File: config.mk
export PLATFORM = sky130hd
export DESIGN_NAME = fix_value_packer
export DESIGN_NICKNAME = d
export VERILOG_FILES = /design/src/rtl/fix_pkg.sv /design/src/rtl/fix_cksum_acc.sv /design/src/rtl/fix_value_packer.sv
export SDC_FILE = /design/constraint.sdc
export NUM_CORES = 1
export LEC_CHECK = 0
export BUFFER_PORTS_ARGS = -buffer_cell sky130_fd_sc_hd__buf_2
export CORE_MARGIN = 2
export CORE_UTILIZATION = 50
export CTS_CLUSTER_SIZE = 30
export DETAILED_ROUTE_END_ITERATION = 10
export PLACE_DENSITY = 0.71
export SYNTH_ARGS = -nofsm -noshare
export SYNTH_HDL_FRONTEND = slang
export SYNTH_HIERARCHICAL = 1
export SYNTH_SLANG_ARGS = --single-unit
File: constraint.sdc
create_clock -name clk -period 6.1 [get_ports clk]
set_input_delay 0.61 -clock clk [delete_from_list [all_inputs] [get_ports clk]]
set_output_delay 0.61 -clock clk [all_outputs]
set_load 0.05 [all_outputs]
File: src/rtl/fix_pkg.sv
// rtl/fix_pkg.sv - shared constants, parser state type and digit helper for the FIX value packer
package fix_pkg;
  localparam logic [7:0] SOH = 8'h01;
  localparam logic [7:0] EQ = 8'h3D;
  localparam int CKSUM_TAG = 10;
  localparam int MAX_TAG_DIGITS = 5;

  typedef enum logic [1:0] {
    TAG,
    VALUE,
    SKIP
  } state_e;

  function automatic logic is_digit(input logic [7:0] b);
    return (b >= 8'h30) && (b <= 8'h39);
  endfunction
endpackage

File: src/rtl/fix_cksum_acc.sv
// rtl/fix_cksum_acc.sv - mod-256 FIX checksum accumulator and tag 10 compare (used only with FIX_CHECKSUM_EN)
module fix_cksum_acc
  import fix_pkg::*;
#(
  parameter int TAG_WIDTH = 17,
  parameter int LEN_WIDTH = 6
) (
  input  logic                 clk,
  input  logic                 rst,
  input  logic [7:0]           byte_i,
  input  logic                 add_i,
  input  logic                 drop_i,
  input  logic                 commit_i,
  input  logic [TAG_WIDTH-1:0] tag_i,
  input  logic [23:0]          val_i,
  input  logic [LEN_WIDTH-1:0] len_i,
  output logic                 ok_o,
  output logic                 err_o
);
  logic [7:0] field_q, field_d;
  logic [7:0] comm_q, comm_d;
  logic       ok_q, ok_d;
  logic       err_q, err_d;
  logic       dec_ok;
  logic [9:0] dec_val;

  always_comb begin
    field_d = field_q;
    comm_d  = comm_q;
    ok_d    = 1'b0;
    err_d   = 1'b0;
    dec_ok  = is_digit(val_i[7:0]) && is_digit(val_i[15:8]) && is_digit(val_i[23:16])
              && (len_i == LEN_WIDTH'(3));
    dec_val = 10'(val_i[7:0] - 8'h30) * 10'd100 + 10'(val_i[15:8] - 8'h30) * 10'd10
              + 10'(val_i[23:16] - 8'h30);
    if (drop_i) begin
      field_d = 8'd0;
    end else if (add_i) begin
      field_d = field_q + byte_i;
    end else if (commit_i) begin
      field_d = 8'd0;
      // The checksum field itself never feeds the running sum
      if (tag_i == TAG_WIDTH'(CKSUM_TAG)) begin
        comm_d = 8'd0;
        if (dec_ok && (dec_val == {2'b00, comm_q})) ok_d = 1'b1;
        else err_d = 1'b1;
      end else begin
        comm_d = comm_q + field_q + byte_i;
      end
    end
  end

  always_ff @(posedge clk) begin
    if (rst) begin
      field_q <= 8'd0;
      comm_q  <= 8'd0;
      ok_q    <= 1'b0;
      err_q   <= 1'b0;
    end else begin
      field_q <= field_d;
      comm_q  <= comm_d;
      ok_q    <= ok_d;
      err_q   <= err_d;
    end
  end

  assign ok_o  = ok_q;
  assign err_o = err_q;
endmodule

File: src/rtl/fix_value_packer.sv
// rtl/fix_value_packer.sv - parses FIX tag=value<SOH> fields and issues one packed RAM write per field
// Optional checksum compare is built when FIX_CHECKSUM_EN is defined.
module fix_value_packer
  import fix_pkg::*;
#(
  parameter int DATA_WIDTH = 256,
  parameter int ADDR_WIDTH = 5,
  parameter int TAG_WIDTH  = 17,
  parameter int LEN_WIDTH  = 6
) (
  input  logic                  clk,
  input  logic                  rst,
  input  logic [7:0]            byte_i,
  input  logic                  byte_valid_i,
  output logic                  we_o,
  output logic [DATA_WIDTH-1:0] data_o,
  output logic [TAG_WIDTH-1:0]  tag_o,
  output logic [LEN_WIDTH-1:0]  len_o,
  output logic [ADDR_WIDTH-1:0] field_idx_o,
  output logic                  trunc_o,
  output logic                  fmt_err_o,
  output logic                  cksum_ok_o,
  output logic                  cksum_err_o
);
  localparam int LANE_W = $clog2(DATA_WIDTH / 8);
  localparam logic [LEN_WIDTH-1:0] CAP = LEN_WIDTH'(DATA_WIDTH / 8);

  state_e                state_q, state_d;
  logic [TAG_WIDTH-1:0]  tag_q, tag_d;
  logic [2:0]            ndig_q, ndig_d;
  logic [LEN_WIDTH-1:0]  len_q, len_d;
  logic [DATA_WIDTH-1:0] data_q, data_d;
  logic                  trunc_q, trunc_d;
  logic [ADDR_WIDTH-1:0] idx_q, idx_d;
  logic                  we_q, we_d;
  logic                  fmt_err_q, fmt_err_d;
  logic [DATA_WIDTH-1:0] out_data_q, out_data_d;
  logic [TAG_WIDTH-1:0]  out_tag_q, out_tag_d;
  logic [LEN_WIDTH-1:0]  out_len_q, out_len_d;
  logic [ADDR_WIDTH-1:0] out_idx_q, out_idx_d;
  logic                  out_trunc_q, out_trunc_d;
  logic                  ck_add, ck_drop, ck_commit;

  always_comb begin
    state_d     = state_q;
    tag_d       = tag_q;
    ndig_d      = ndig_q;
    len_d       = len_q;
    data_d      = data_q;
    trunc_d     = trunc_q;
    idx_d       = idx_q;
    we_d        = 1'b0;
    fmt_err_d   = 1'b0;
    out_data_d  = out_data_q;
    out_tag_d   = out_tag_q;
    out_len_d   = out_len_q;
    out_idx_d   = out_idx_q;
    out_trunc_d = 1'b0;
    ck_add      = 1'b0;
    ck_drop     = 1'b0;
    ck_commit   = 1'b0;
    if (byte_valid_i) begin
      case (state_q)
        TAG: begin
          if (is_digit(byte_i) && (ndig_q != 3'(MAX_TAG_DIGITS))) begin
            tag_d  = tag_q * TAG_WIDTH'(10) + TAG_WIDTH'(byte_i - 8'h30);
            ndig_d = ndig_q + 3'd1;
            ck_add = 1'b1;
          end else if ((byte_i == EQ) && (ndig_q != 3'd0)) begin
            state_d = VALUE;
            len_d   = '0;
            data_d  = '0;
            ck_add  = 1'b1;
          end else begin
            state_d   = SKIP;
            fmt_err_d = 1'b1;
            tag_d     = '0;
            ndig_d    = 3'd0;
            ck_drop   = 1'b1;
          end
        end
        VALUE: begin
          if (byte_i == SOH) begin
            we_d        = 1'b1;
            out_data_d  = data_q;
            out_tag_d   = tag_q;
            out_len_d   = len_q;
            out_idx_d   = idx_q;
            out_trunc_d = trunc_q;
            idx_d       = idx_q + ADDR_WIDTH'(1);
            tag_d       = '0;
            ndig_d      = 3'd0;
            len_d       = '0;
            trunc_d     = 1'b0;
            state_d     = TAG;
            ck_commit   = 1'b1;
          end else begin
            ck_add = 1'b1;
            // Bytes beyond capacity are dropped but remembered as truncation
            if (len_q == CAP) begin
              trunc_d = 1'b1;
            end else begin
              data_d[{len_q[LANE_W-1:0], 3'b000} +: 8] = byte_i;
              len_d = len_q + LEN_WIDTH'(1);
            end
          end
        end
        SKIP: begin
          if (byte_i == SOH) state_d = TAG;
        end
        default: state_d = TAG;
      endcase
    end
  end

  always_ff @(posedge clk) begin
    if (rst) begin
      state_q     <= TAG;
      tag_q       <= '0;
      ndig_q      <= 3'd0;
      len_q       <= '0;
      data_q      <= '0;
      trunc_q     <= 1'b0;
      idx_q       <= '0;
      we_q        <= 1'b0;
      fmt_err_q   <= 1'b0;
      out_data_q  <= '0;
      out_tag_q   <= '0;
      out_len_q   <= '0;
      out_idx_q   <= '0;
      out_trunc_q <= 1'b0;
    end else begin
      state_q     <= state_d;
      tag_q       <= tag_d;
      ndig_q      <= ndig_d;
      len_q       <= len_d;
      data_q      <= data_d;
      trunc_q     <= trunc_d;
      idx_q       <= idx_d;
      we_q        <= we_d;
      fmt_err_q   <= fmt_err_d;
      out_data_q  <= out_data_d;
      out_tag_q   <= out_tag_d;
      out_len_q   <= out_len_d;
      out_idx_q   <= out_idx_d;
      out_trunc_q <= out_trunc_d;
    end
  end

  assign we_o        = we_q;
  assign data_o      = out_data_q;
  assign tag_o       = out_tag_q;
  assign len_o       = out_len_q;
  assign field_idx_o = out_idx_q;
  assign trunc_o     = out_trunc_q;
  assign fmt_err_o   = fmt_err_q;

`ifdef FIX_CHECKSUM_EN
  fix_cksum_acc #(
    .TAG_WIDTH(TAG_WIDTH),
    .LEN_WIDTH(LEN_WIDTH)
  ) u_cksum (
    .clk      (clk),
    .rst      (rst),
    .byte_i   (byte_i),
    .add_i    (ck_add),
    .drop_i   (ck_drop),
    .commit_i (ck_commit),
    .tag_i    (tag_q),
    .val_i    (data_q[23:0]),
    .len_i    (len_q),
    .ok_o     (cksum_ok_o),
    .err_o    (cksum_err_o)
  );
`else
  logic unused_ck;
  assign unused_ck   = ^{ck_add, ck_drop, ck_commit};
  assign cksum_ok_o  = 1'b0;
  assign cksum_err_o = 1'b0;
`endif
endmodule
==> reports/metrics.cfg <==
[floorplan]
io_pins = 300
dieWidth_um = 213
initial_core_util_pct = 50.6
core_um2 = 43000
fp.dieH_um = 213
row_count = 76
die_area_um2 = 45200

[cts]
cts_setup_buffers = 0
cts_buffers = 57
cts_resized = 0
cts_tree = built
ctsHoldBuffers = 0
clockBufferDepth = 3
h-tree-depth = 2
root_buffer = clkbuf_16
cts_num_sinks = 577
clk_latency_ns = 0.63
path_clk_slew_ns = 0.06

[final_layout]
design_area_um2 = 25600
post-route-util_pct = 59.5
n_fill_cell = 3811
final_cells = 3329
drive_above_1_share_pct = 16.6
synthToLayoutAreaGrowth_pct = 17.6
final_nets = 2761

[power]
total_power_mw = 7.83
p_leak_nw = 9.80
p_int_mw = 6.16
power.switching_mw = 1.67
power_per_cell_area_nw_per_um2 = 306
combPwrFrac_pct = 2.2
switching_share_pct = 21.3
clock_power_share_pct = 49.6
peakVddDrop_mv = 0.232
seqPwrFrac_pct = 48.2

[placed_design]
dp_cells = 3221
io_buffers = 297
dpl.hpwl_mm = 41.3
placed_area_um2 = 23400
pre_cts_ws_ns = 1.96
gp_congestion = 0.872

[route]
num_vias = 18600
drt_iter0_drc = 1626
drc = 0
viasPerCell = 5.59
final_antenna_net_count = 0
dr.pass1.iters = 6
wl_mm = 62.3
wl_per_cell_um = 18.7

[sta]
relSlewSlack_pct = 21.9
hold_ws_ns = 0.423
fin_crit_sh_pct = 64.4
fin_tns_setup_ns = 0
setup_viol = 0
setup_slack_ns = 2.17
fin_worst_skew_ns = 0.0352
rsz0062_at_grt = false
timing_hold_violations_final = 0
worst_slew_pin_slew_ns = 1.17
fmax_mhz = 255
period_minus_slack_ns = 3.93
final-max-slew-violation-count = 0

[yosys]
synth.area.top_cells = dfxtp_1 (53%), nand2_1 (11%), a21oi_1 (7.3%)
synth-edff-count = 0
synth_seq_cells = 577
ys_seq_area_share_pct = 53.1
synth.avg_cell_area_um2 = 8.73
yosys_most_used_dff = dfxtp_1
yosys_warnings = 6
syn-cell-area_um2 = 21700
synth_top_area_share_pct = 53.1
synth.most_common_cell = nand2_1
yosys.area.top_type = dfxtp_1
async_flop_share_pct = 0
synthTopCellsByCount = nand2_1 (625), dfxtp_1 (577), a21oi_1 (318)
yosys.cell_types.count = 61
syn_inst = 2492

[setup_path]
worstSetupEndpointType = register
path_class = register to register
startpoint_type = register
path_max_fanout = 5
worstPathArrival_ns = 4.39
required_ns = 6.56

[global_route]
gr-total-overflow = 0
grt_pass1_vias = 17500
grt_antenna_before_repair = 1
grt.total_usage_pct = 26.8
grt_max_degree = 245
grt_pass1_wl_mm = 95.6

[worst_hold_path]
hold_path.class = primary input to register

[status]
status = finished, final reports clean

[job]
cap_violations = 0

-- cell type report --
type | count | area [um^2] | share of cell area (%)
Clock inverter | 34 | 541 | 2.11
Tap cell | 585 | 732 | 2.86
Multi-Input combinational cell | 1738 | 9480 | 37.1
Clock buffer | 73 | 1590 | 6.21
Antenna cell | 1 | 2.50 | 0.00979
Inverter | 15 | 56.3 | 0.220
Timing Repair Buffer | 306 | 1610 | 6.31
Sequential cell | 577 | 11600 | 45.2
-- power by group through the flow --
stage	Sequential, mW	Clock [mW]	Combinational, mW
floorplan	3.86	0	0.117
global placement	3.85	0	0.167
detailed placement	3.85	0	0.171
CTS	3.77	3.93	0.171
global route	3.77	4.08	0.185
finish	3.77	3.89	0.173
-- sequential cells by signal, indices dropped and copies added (netlist names) --
name and flops:
data_o 256, ndig_q 3, field_idx_o 5, state_q 2, trunc_q 1, idx_q 5, fmt_err_o 1, tag_q 17
tag_o 17, len_o 6, data_q 256, we_o 1, len_q 6, trunc_o 1
-- worst paths after layout --
path / slack, ns / start / end / cells after the start
worst max-delay path: 2.17 / tag_q[2]$_SDFFE_PP0P_ / tag_q[16]$_SDFFE_PP0P_ / 16
worst min-delay path: 0.42 / byte_valid_i / fmt_err_o$_SDFF_PP0_ / 3
worst max register to register: 2.17 / tag_q[2]$_SDFFE_PP0P_ / tag_q[16]$_SDFFE_PP0P_ / 16
worst min register to register: 0.45 / data_o[153]$_SDFFE_PP0P_ / data_o[153]$_SDFFE_PP0P_ / 2
-- logic make-up (layout without fill, tap and decap cells) --
family | after synthesis | after routing | synth area share, %
DFF | 577 | 577 | 53.1
muxes | 1 | 1 | 0.0460
other | 1 | 3 | 0.0172
and+or+nand+nor | 954 | 954 | 18.4
AOI/OAI and AO/OA | 692 | 692 | 20.4
adders and majority gates | 55 | 55 | 3.23
buffers and inverters | 178 | 428 | 3.38
xor gates and xnor gates | 34 | 34 | 1.37
-- routing by layer --
metal | part of all wire, % | GRT usage, % | vias up
met1 | 44 | 35.9 | 8910
met5 | 0 | 0 | -
met2 | 47 | 43.0 | 601
met3 | 7.0 | 5.70 | 117
li1 | - | - | 8981
met4 | 2.6 | 8.68 | 0
-- layout by cell type, fill, tap and decap left out, drive strengths merged, types with 40 or more instances in the layout --
cell type and instances:
nand2 637, dfxtp 577, a21oi 330, buf 306, nor2 198, a22oi 137
o2bb2ai 89, clkbuf 73, o21ai 59, ha 53, a22o 40
-- worst max-delay path, stage by stage, from the launching register on --
cell and delay, ns:
dfxtp_1 0.35, ha_1 0.35, ha_1 0.31, a21o_1 0.16, a21oi_1 0.22, nor2b_1 0.09
or4_1 0.42, a41o_1 0.27, nor2_1 0.13, xnor2_1 0.15, ha_1 0.30, a21o_1 0.18
a21o_1 0.17, a221oi_1 0.29, o21ai_0 0.15, xnor2_1 0.16, o21ai_0 0.09
Note: power is estimated with default switching activity, not from simulation.
